===== config.mk =====
export PLATFORM = sky130hd
export DESIGN_NAME = fc_seq_ctrl
export DESIGN_NICKNAME = d
export VERILOG_FILES = /design/src/rtl/fc_pkg.sv /design/src/rtl/fc_strobe_pipe.sv /design/src/rtl/fc_seq_ctrl.sv
export SDC_FILE = /design/constraint.sdc
export NUM_CORES = 1
export LEC_CHECK = 0
export ABC_AREA = 1
export CORE_ASPECT_RATIO = 2
export CORE_MARGIN = 3
export CORE_UTILIZATION = 50
export CTS_CLUSTER_DIAMETER = 200
export DETAILED_ROUTE_END_ITERATION = 8
export PLACE_DENSITY = 0.74
export SLEW_MARGIN = 20
export SYNTH_ARGS = -nofsm -noshare
export SYNTH_HDL_FRONTEND = slang
export SYNTH_SLANG_ARGS = --single-unit
export TNS_END_PERCENT = 20

===== constraint.sdc =====
create_clock -name clk -period 2.15 [get_ports clk]
set_input_delay 0.43 -clock clk [delete_from_list [all_inputs] [get_ports clk]]
set_output_delay 0.43 -clock clk [all_outputs]
set_load 0.005 [all_outputs]

===== src/rtl/fc_pkg.sv =====
// Shared definitions for the fully-connected stage sequencer.
// Holds the FSM state encoding, the MAC strobe bundle and feature-map geometry.
package fc_pkg;

  localparam int unsigned FC_WORD_BYTES = 8;
  localparam int unsigned FC_NUM_WORDS  = 48;
  localparam int unsigned FC_FM_BYTES   = 384;
  localparam int unsigned FC_NUM_OUT    = 10;
  localparam int unsigned FC_FM_ADDR_W  = 16;
  localparam int unsigned FC_IDX_W      = 4;

  typedef enum logic [2:0] {
    FC_IDLE  = 3'd0,
    FC_RUN   = 3'd1,
    FC_DRAIN = 3'd2,
    FC_EMIT  = 3'd3,
    FC_DONE  = 3'd4
  } fc_state_t;

  // MAC control strobes travelling together down the read-latency pipe
  typedef struct packed {
    logic en;
    logic clr;
    logic last;
  } fc_strobe_t;

endpackage


===== src/rtl/fc_strobe_pipe.sv =====
// Delays the {en, clr, last} MAC strobes by LAT cycles so they line up with
// data returning from the feature-map buffer and weight ROM.
// Ports: clk, rst (async, active-high), flush (sync clear of all stages),
//        d (strobes at address issue), q (strobes at MAC input).
module fc_strobe_pipe
  import fc_pkg::*;
#(
  parameter int unsigned LAT = 1
) (
  input  logic       clk,
  input  logic       rst,
  input  logic       flush,
  input  fc_strobe_t d,
  output fc_strobe_t q
);

  fc_strobe_t [LAT-1:0] sr;
  fc_strobe_t [LAT:0]   tap;

  // tap[0] is the input, tap[k] is the output of stage k-1
  assign tap = {sr, d};
  assign q   = tap[LAT];

  always_ff @(posedge clk or posedge rst) begin
    if (rst) begin
      sr <= '0;
    end else if (flush) begin
      sr <= '0;
    end else begin
      sr <= tap[LAT-1:0];
    end
  end

endmodule


===== src/rtl/fc_seq_ctrl.sv =====
// Fully-connected stage sequencer. On i_fc_start it walks the feature map
// NUM_WORDS words per output neuron, drives feature-map and weight-ROM
// addresses, emits MAC strobes aligned to READ_LAT and hands each neuron
// result downstream over a valid/ready handshake.
// Ports: clk, rst (async, active-high), i_fc_start, i_abort,
//        o_fc_fm_addr / o_w_addr (read addresses),
//        o_mac_en / o_mac_clr / o_mac_last (MAC strobes),
//        o_res_valid / i_res_ready / o_res_idx (result handshake),
//        o_busy, o_done.
module fc_seq_ctrl
  import fc_pkg::*;
#(
  parameter int unsigned NUM_WORDS  = FC_NUM_WORDS,
  parameter int unsigned WORD_BYTES = FC_WORD_BYTES,
  parameter int unsigned NUM_OUT    = FC_NUM_OUT,
  parameter int unsigned READ_LAT   = 1,
  parameter int unsigned WADDR_W    = 10
) (
  input  logic                    clk,
  input  logic                    rst,
  input  logic                    i_fc_start,
  input  logic                    i_abort,
  output logic [FC_FM_ADDR_W-1:0] o_fc_fm_addr,
  output logic [WADDR_W-1:0]      o_w_addr,
  output logic                    o_mac_en,
  output logic                    o_mac_clr,
  output logic                    o_mac_last,
  output logic                    o_res_valid,
  input  logic                    i_res_ready,
  output logic [FC_IDX_W-1:0]     o_res_idx,
  output logic                    o_busy,
  output logic                    o_done
);

  localparam int unsigned WORD_W = $clog2(NUM_WORDS);
  localparam int unsigned DRN_W  = 2;

  fc_state_t                 state, state_n;
  logic [WORD_W-1:0]         word, word_n;
  logic [FC_IDX_W-1:0]       neuron, neuron_n;
  logic [WADDR_W-1:0]        w_base, w_base_n;
  logic [DRN_W-1:0]          drain_cnt, drain_cnt_n;
  logic [FC_FM_ADDR_W-1:0]   fm_addr_n;
  logic [WADDR_W-1:0]        w_addr_n;
  fc_strobe_t                strobe_c, strobe_q;
  logic                      flush_c;
  logic                      word_last_c;
  logic                      neuron_last_c;

  assign word_last_c   = (word == WORD_W'(NUM_WORDS - 1));
  assign neuron_last_c = (neuron == FC_IDX_W'(NUM_OUT - 1));

  // Next-state, counter and address computation. The address registers
  // are loaded on the edge into each RUN cycle so the visible address is
  // the one being issued in that cycle.
  always_comb begin
    state_n     = state;
    word_n      = word;
    neuron_n    = neuron;
    w_base_n    = w_base;
    drain_cnt_n = drain_cnt;
    fm_addr_n   = o_fc_fm_addr;
    w_addr_n    = o_w_addr;
    strobe_c    = '0;
    flush_c     = 1'b0;

    unique case (state)
      FC_IDLE: begin
        if (i_fc_start) begin
          state_n   = FC_RUN;
          word_n    = '0;
          neuron_n  = '0;
          w_base_n  = '0;
          fm_addr_n = '0;
          w_addr_n  = '0;
        end
      end
      FC_RUN: begin
        strobe_c.en   = 1'b1;
        strobe_c.clr  = (word == '0);
        strobe_c.last = word_last_c;
        if (word_last_c) begin
          state_n     = FC_DRAIN;
          drain_cnt_n = '0;
        end else begin
          word_n    = word + WORD_W'(1);
          fm_addr_n = o_fc_fm_addr + FC_FM_ADDR_W'(WORD_BYTES);
          w_addr_n  = o_w_addr + WADDR_W'(1);
        end
      end
      FC_DRAIN: begin
        // wait until the last issued strobe has reached the MAC
        if (drain_cnt == DRN_W'(READ_LAT - 1)) begin
          state_n = FC_EMIT;
        end else begin
          drain_cnt_n = drain_cnt + DRN_W'(1);
        end
      end
      FC_EMIT: begin
        if (i_res_ready) begin
          if (neuron_last_c) begin
            state_n = FC_DONE;
          end else begin
            state_n   = FC_RUN;
            neuron_n  = neuron + FC_IDX_W'(1);
            word_n    = '0;
            w_base_n  = w_base + WADDR_W'(NUM_WORDS);
            fm_addr_n = '0;
            w_addr_n  = w_base + WADDR_W'(NUM_WORDS);
          end
        end
      end
      FC_DONE: begin
        state_n = FC_IDLE;
      end
      default: begin
        state_n = FC_IDLE;
      end
    endcase

    // abort overrides everything; addresses keep their last value
    if (i_abort && (state != FC_IDLE)) begin
      state_n     = FC_IDLE;
      word_n      = '0;
      neuron_n    = '0;
      w_base_n    = '0;
      drain_cnt_n = '0;
      fm_addr_n   = o_fc_fm_addr;
      w_addr_n    = o_w_addr;
      flush_c     = 1'b1;
    end
  end

  // State, counters and registered outputs
  always_ff @(posedge clk or posedge rst) begin
    if (rst) begin
      state        <= FC_IDLE;
      word         <= '0;
      neuron       <= '0;
      w_base       <= '0;
      drain_cnt    <= '0;
      o_fc_fm_addr <= '0;
      o_w_addr     <= '0;
      o_res_valid  <= 1'b0;
      o_res_idx    <= '0;
      o_busy       <= 1'b0;
      o_done       <= 1'b0;
    end else begin
      state        <= state_n;
      word         <= word_n;
      neuron       <= neuron_n;
      w_base       <= w_base_n;
      drain_cnt    <= drain_cnt_n;
      o_fc_fm_addr <= fm_addr_n;
      o_w_addr     <= w_addr_n;
      o_res_valid  <= (state_n == FC_EMIT);
      o_res_idx    <= neuron_n;
      o_busy       <= (state_n != FC_IDLE);
      o_done       <= (state_n == FC_DONE);
    end
  end

  fc_strobe_pipe #(
    .LAT (READ_LAT)
  ) u_strobe_pipe (
    .clk   (clk),
    .rst   (rst),
    .flush (flush_c),
    .d     (strobe_c),
    .q     (strobe_q)
  );

  assign o_mac_en   = strobe_q.en;
  assign o_mac_clr  = strobe_q.clr;
  assign o_mac_last = strobe_q.last;

endmodule

**After elaboration in Yosys (flattened, before gate mapping)**

Cells that the tools add are included.

- Add/sub/neg operators: 6
- Equality and inequality tests: 17
- Mux-type cells: 37
- Bitwise logic cells: 1
- Reduce and logical (&&, ||, !) cells: 14

Operator list:

| kind | count |
|---|---|
| $mux W16 | 4 |
| $mux W10 | 5 |
| $pmux W16 S3 | 1 |
| $mux W6 | 5 |
| $pmux W10 S3 | 1 |
| $mux W3 | 8 |
| $pmux W10 S2 | 1 |
| $ne A3 B3 Y1 const B | 6 |
| $pmux W6 S3 | 1 |
| $add A16 B4 Y16 const B | 1 |
| $mux W4 | 4 |
| $reduce_bool A3 Y1 | 5 |
| $pmux W3 S4 | 1 |
| $add A10 B1 Y10 const B | 1 |
| $add A10 B6 Y10 const B | 1 |
| $eq A3 B2 Y1 const B | 3 |
| $ne A2 B2 Y1 const B | 4 |
| $pmux W4 S2 | 1 |
| $add A6 B1 Y6 const B | 1 |
| $eq A6 B6 Y1 const B | 1 |
| $logic_not A6 Y1 | 1 |
| $mux W2 | 3 |
| $reduce_and A6 Y1 | 1 |
| $reduce_and A5 Y1 | 1 |
| 14 further kinds | 14 |

- Bits in registers: 57
- Input bits: 5
- Output and inout port bits: 36
- Logic and storage cells: 88

**Longest topological paths before layout**

- Depth after elaboration: 6
- Depth in mapped cells: 11
- Depth with buffers taken out: 11

**By module**

From an unflattened synthesis, not the netlist that was laid out.

- Cells, all modules: 422
- Area total of the unflattened synthesis: 3,076.7 µm²

By module, submodules not included:

| module | times used | cells an instance | area an instance (µm²) | sequential area each (µm²) |
|---|---|---|---|---|
| fc_seq_ctrl | 1 | 412 | 2,975.4 | 1,176.1 |
| fc_strobe_pipe | 1 | 10 | 101.3 | 75.1 |

**Worst setup path before layout**

OpenSTA, ideal clock, no wires.

- Path kind: reg2reg
- Start: reg neuron[0]
- End: reg o_fc_fm_addr[13]
- Setup time: 0.123 ns
- Arrival: 1.403 ns
- Data required time: 2.027 ns
- Path slack: 0.624 ns
- Stages on the path, launching flop included: 11
- Path buffers: 1
- Period minus slack after synthesis: 1.526 ns
- Cell sequence: dfrtp_1 > ha_1 > nand2_1 > nor2_1 > nand2_1 > nand2_1 > nor2_2 > nand2_4 > buf_4 > nand2_1 > o21ai_1

- Word-level cells in the longest chain between the ends: 3

Ends and longest elaborated chain:

| element | line | RTL |
|---|---|---|
| start: declaration | fc_seq_ctrl.sv:40 | `logic [FC_IDX_W-1:0] neuron, neuron_n;` |
| start signal: assignment | fc_seq_ctrl.sv:151 | `neuron <= neuron_n;` |
| $eq A4 B4 Y1 | fc_seq_ctrl.sv:51 | `assign neuron_last_c = (neuron == FC_IDX_W'(NUM_OUT - 1));` |
| $ne A2 B2 Y1 (no line) | -- |  |
| $reduce_and A6 Y1 (no line) | -- |  |
| end signal: assignment | fc_seq_ctrl.sv:154 | `o_fc_fm_addr <= fm_addr_n;` |
| end: declaration | fc_seq_ctrl.sv:23 | `output logic [FC_FM_ADDR_W-1:0] o_fc_fm_addr,` |

Every way passes these cells.
A chain may end at the register's enable or synchronous reset.

**Final worst setup path**

- Start: reg state[1]
- End: reg o_fc_fm_addr[6]

- Word-level cells in the longest chain between the ends: 4
- Elaborated cells between the ends (all ways): 13
- Classes of those cells: eq/ne: 6; mux: 1; bitwise: 1; reduce/logical: 5

Ends and longest elaborated chain:

| element | line | RTL |
|---|---|---|
| start: declaration | fc_seq_ctrl.sv:38 | `fc_state_t state, state_n;` |
| start signal: assignment | fc_seq_ctrl.sv:149 | `state <= state_n;` |
| parallel branches: the longest is 4 deep, another holds $reduce_and A6 Y1 | -- |  |

Parallel ways; which one is timed is not known.

==> reports/qor.txt <==
WS Path Type: reg -> reg
Post-synth top flop: dfrtp_1
antenna-violating nets left: 0
routed wire length: 6740 µm
Hold WS: 0.525 ns
initial antenna violation count: 0
share of synthesized registers carrying an async set or reset: 100%
Worst-Margin Slew: 0.608 ns
number of port buffers: 37
initial drt markers: 127
met2 wire len: 3750 µm
H-tree depth: 2
Setup crit start kind: flip-flop
DP Cell Count: 509
DR WL/cell: 13.1 µm
Syn Area/Cell: 7.18 µm²
area grow syn2layout: 20.4%
Required @ worst endpoint: 2.37 ns
Synth area leader: dfrtp_1
final hold viol count: 0
Netlist Area Pre-Place: 0.00297 mm²
Post-CTS Hold Buffers: 0
dpl hpwl: 5100 µm
Setup-failing EPs final: 0
maximum vdd drop: 0.667 mV
fill count: 547
setup tns final: 0 ns
M1 WL: 2640 µm
max_slew headroom: 59.4%
top routing layer in use: met4
count leader, synth: nand2_1
Final Slew Violations: 0
CTS resizes: 0
pwr dens: 829 mW/mm²
DR WL met3: 170 µm
I/O pins: 41
first-pass GRT wire length: 12000 µm
CP arrival: 2.11 ns
worst hold-check path type: in -> async
largest fanout on the critical path: 36
Tcrit/Tclk final: 88.0%
largest net degree at the start of global routing: 37
DP Area: 0.00341 mm²
top cells by count, synth: nand2_1 (134), nand3_1 (53), dfrtp_1 (50), inv_1 (40), nor2_1 (36)
Synth Register Bits: 50
antenna diode count: 0
sequential cell area: 0.00125 mm²
Die W: 60.5 µm
vias: 2797
Die ar.: 0.00696 mm²
CTS root buf: clkbuf_16
RSZ-0062 raised after global routing: no
Post-CTS Setup Inserts: 0
Synth top area share: 42.1%
vias in the first global route: 2781
status: finished clean
Placer Congestion: 0.900
post-route cell area: 0.00358 mm²
First-pass DRT Iterations: 4
GRT overflow: 0
YS warnings: 0
FMAX: 0.529 GHz
Reg clk slew, reported paths: 0.06 ns
Rows: 39
Total GRT Usage: 22.3%
Placeable Area: 0.00576 mm²
Synth Instances: 414
top cells by area, synth: dfrtp_1 (42%), nand2_1 (17%), nand3_1 (8.9%)
starting density of the core: 51.6%
clock skew: 0.00382 ns
sequential share of the synthesized area: 42.1%
Cell Count, Final, Fillers Out: 516
Yosys cell types: 30
maximum capacitance violations: 0
share of cells above drive strength 1: 6.59%
Final nets: 468
leakage power total: 0.00173 µW
CTS tree: done
Chip Height: 115 µm
multi-input logic area: 0.00149 mm²
crit end category: flip-flop
clock sinks: 50
clk buf depth: 2
Post-synth EDFFs: 0
cts bufs inserted: 5
vias per inst: 5.42
Residual DRC: 0
Tmin final: 1.89 ns
Worst-Skew Late Latency: 0.29 ns
through the flow:
| step | utilization, % | power, µW | setup slack, ns |
|---|---|---|---|
| 5_1_grt | 62.1 | 3160 | 0.0528 |
| 6_report | 62.1 | 2960 | 0.258 |
| 2_1_floorplan | - | 1770 | 0.519 |
| 4_1_cts | 62.1 | 2980 | 0.288 |
| 3_5_place_dp | 59.2 | 2070 | 0.205 |
| 3_3_place_gp | 59.2 | 2030 | 0.285 |
placed cells by master, fill, tap and decap left out:
cell type / count
bufinv_16: 1
ha_1: 8
o21ai_0: 14
xor2_1: 5
clkdlybuf4s50_1: 37
a21oi_2: 1
clkbuf_8: 1
inv_1: 39
a21o_1: 1
nand2_4: 1
nor2_1: 36
inv_2: 5
clkbuf_16: 5
nor2_2: 4
or2_2: 3
xnor2_1: 1
a21oi_1: 4
nand2_1: 134
nor4_1: 1
nand3_1: 53
buf_12: 1
o21bai_1: 4
buf_4: 5
nand2_2: 1
dfrtp_1: 50
nand4_1: 12
o21ai_1: 18
nand3_2: 2
nor3_1: 2
nand3b_1: 2
conb_1: 3
a31oi_1: 1
kinds of logic after synthesis:
kind of cell / synth area share, %
flops: 42.1
buf+inv: 8.08
xor+xnor: 1.77
fa+ha+maj: 3.37
compound gates: 7.83
other cells: 0.126
simple gates: 36.7
critical path, cell delays in order, from the launching register on:
cell,delay [ns]
dfrtp_1,0.44
nor2_2,0.22
nand2_2,0.15
inv_2,0.27
a21oi_2,0.14
nand2_4,0.09
buf_4,0.33
nand2_1,0.09
o21ai_1,0.09
metal layers:
metal / vias to the layer above / GRT usage, %
met2: 55 / 41.3
met4: 0 / 10.3
met1: 1308 / 23.8
met5: - / 0
li1: 1420 / -
met3: 14 / 3.15
cell type report:
class,count,area share [%]
clock buffers,6,3.88
clock inverters,1,0.839
inverters,44,4.62
multi-input cells,311,41.6
flip-flops and latches,50,35.0
well taps,61,2.13
repair buffers,43,12.0
power by group:
group | switching (µW) | internal, µW
combinational | 586 | 313
clock | 346 | 575
sequential | 109 | 1040
total | 1040 | 1920
sequential cells by signal (all words and copies together) (netlist names):
signal	cells
neuron	4
o_busy	1
o_done	1
drain_cnt	2
w_base	6
u_strobe_pipe.q	3
o_w_addr	10
o_res_valid	1
word	6
state	3
o_fc_fm_addr	13
worst paths after layout:
kind / startpoint / endpoint / slack (ns) / cells after the start
max: state[1] / o_fc_fm_addr[6] / 0.26 / 8
max reg2reg: state[1] / o_fc_fm_addr[6] / 0.26 / 8
max in group asynchronous: rst / word[4] / 1.08 / 3
min: rst / u_strobe_pipe.q[0] / 0.52 / 2
min reg2reg: drain_cnt[1] / drain_cnt[1] / 0.53 / 2
min in group clk: drain_cnt[1] / drain_cnt[1] / 0.53 / 2
No activity file was read; power rests on OpenSTA's default activity.
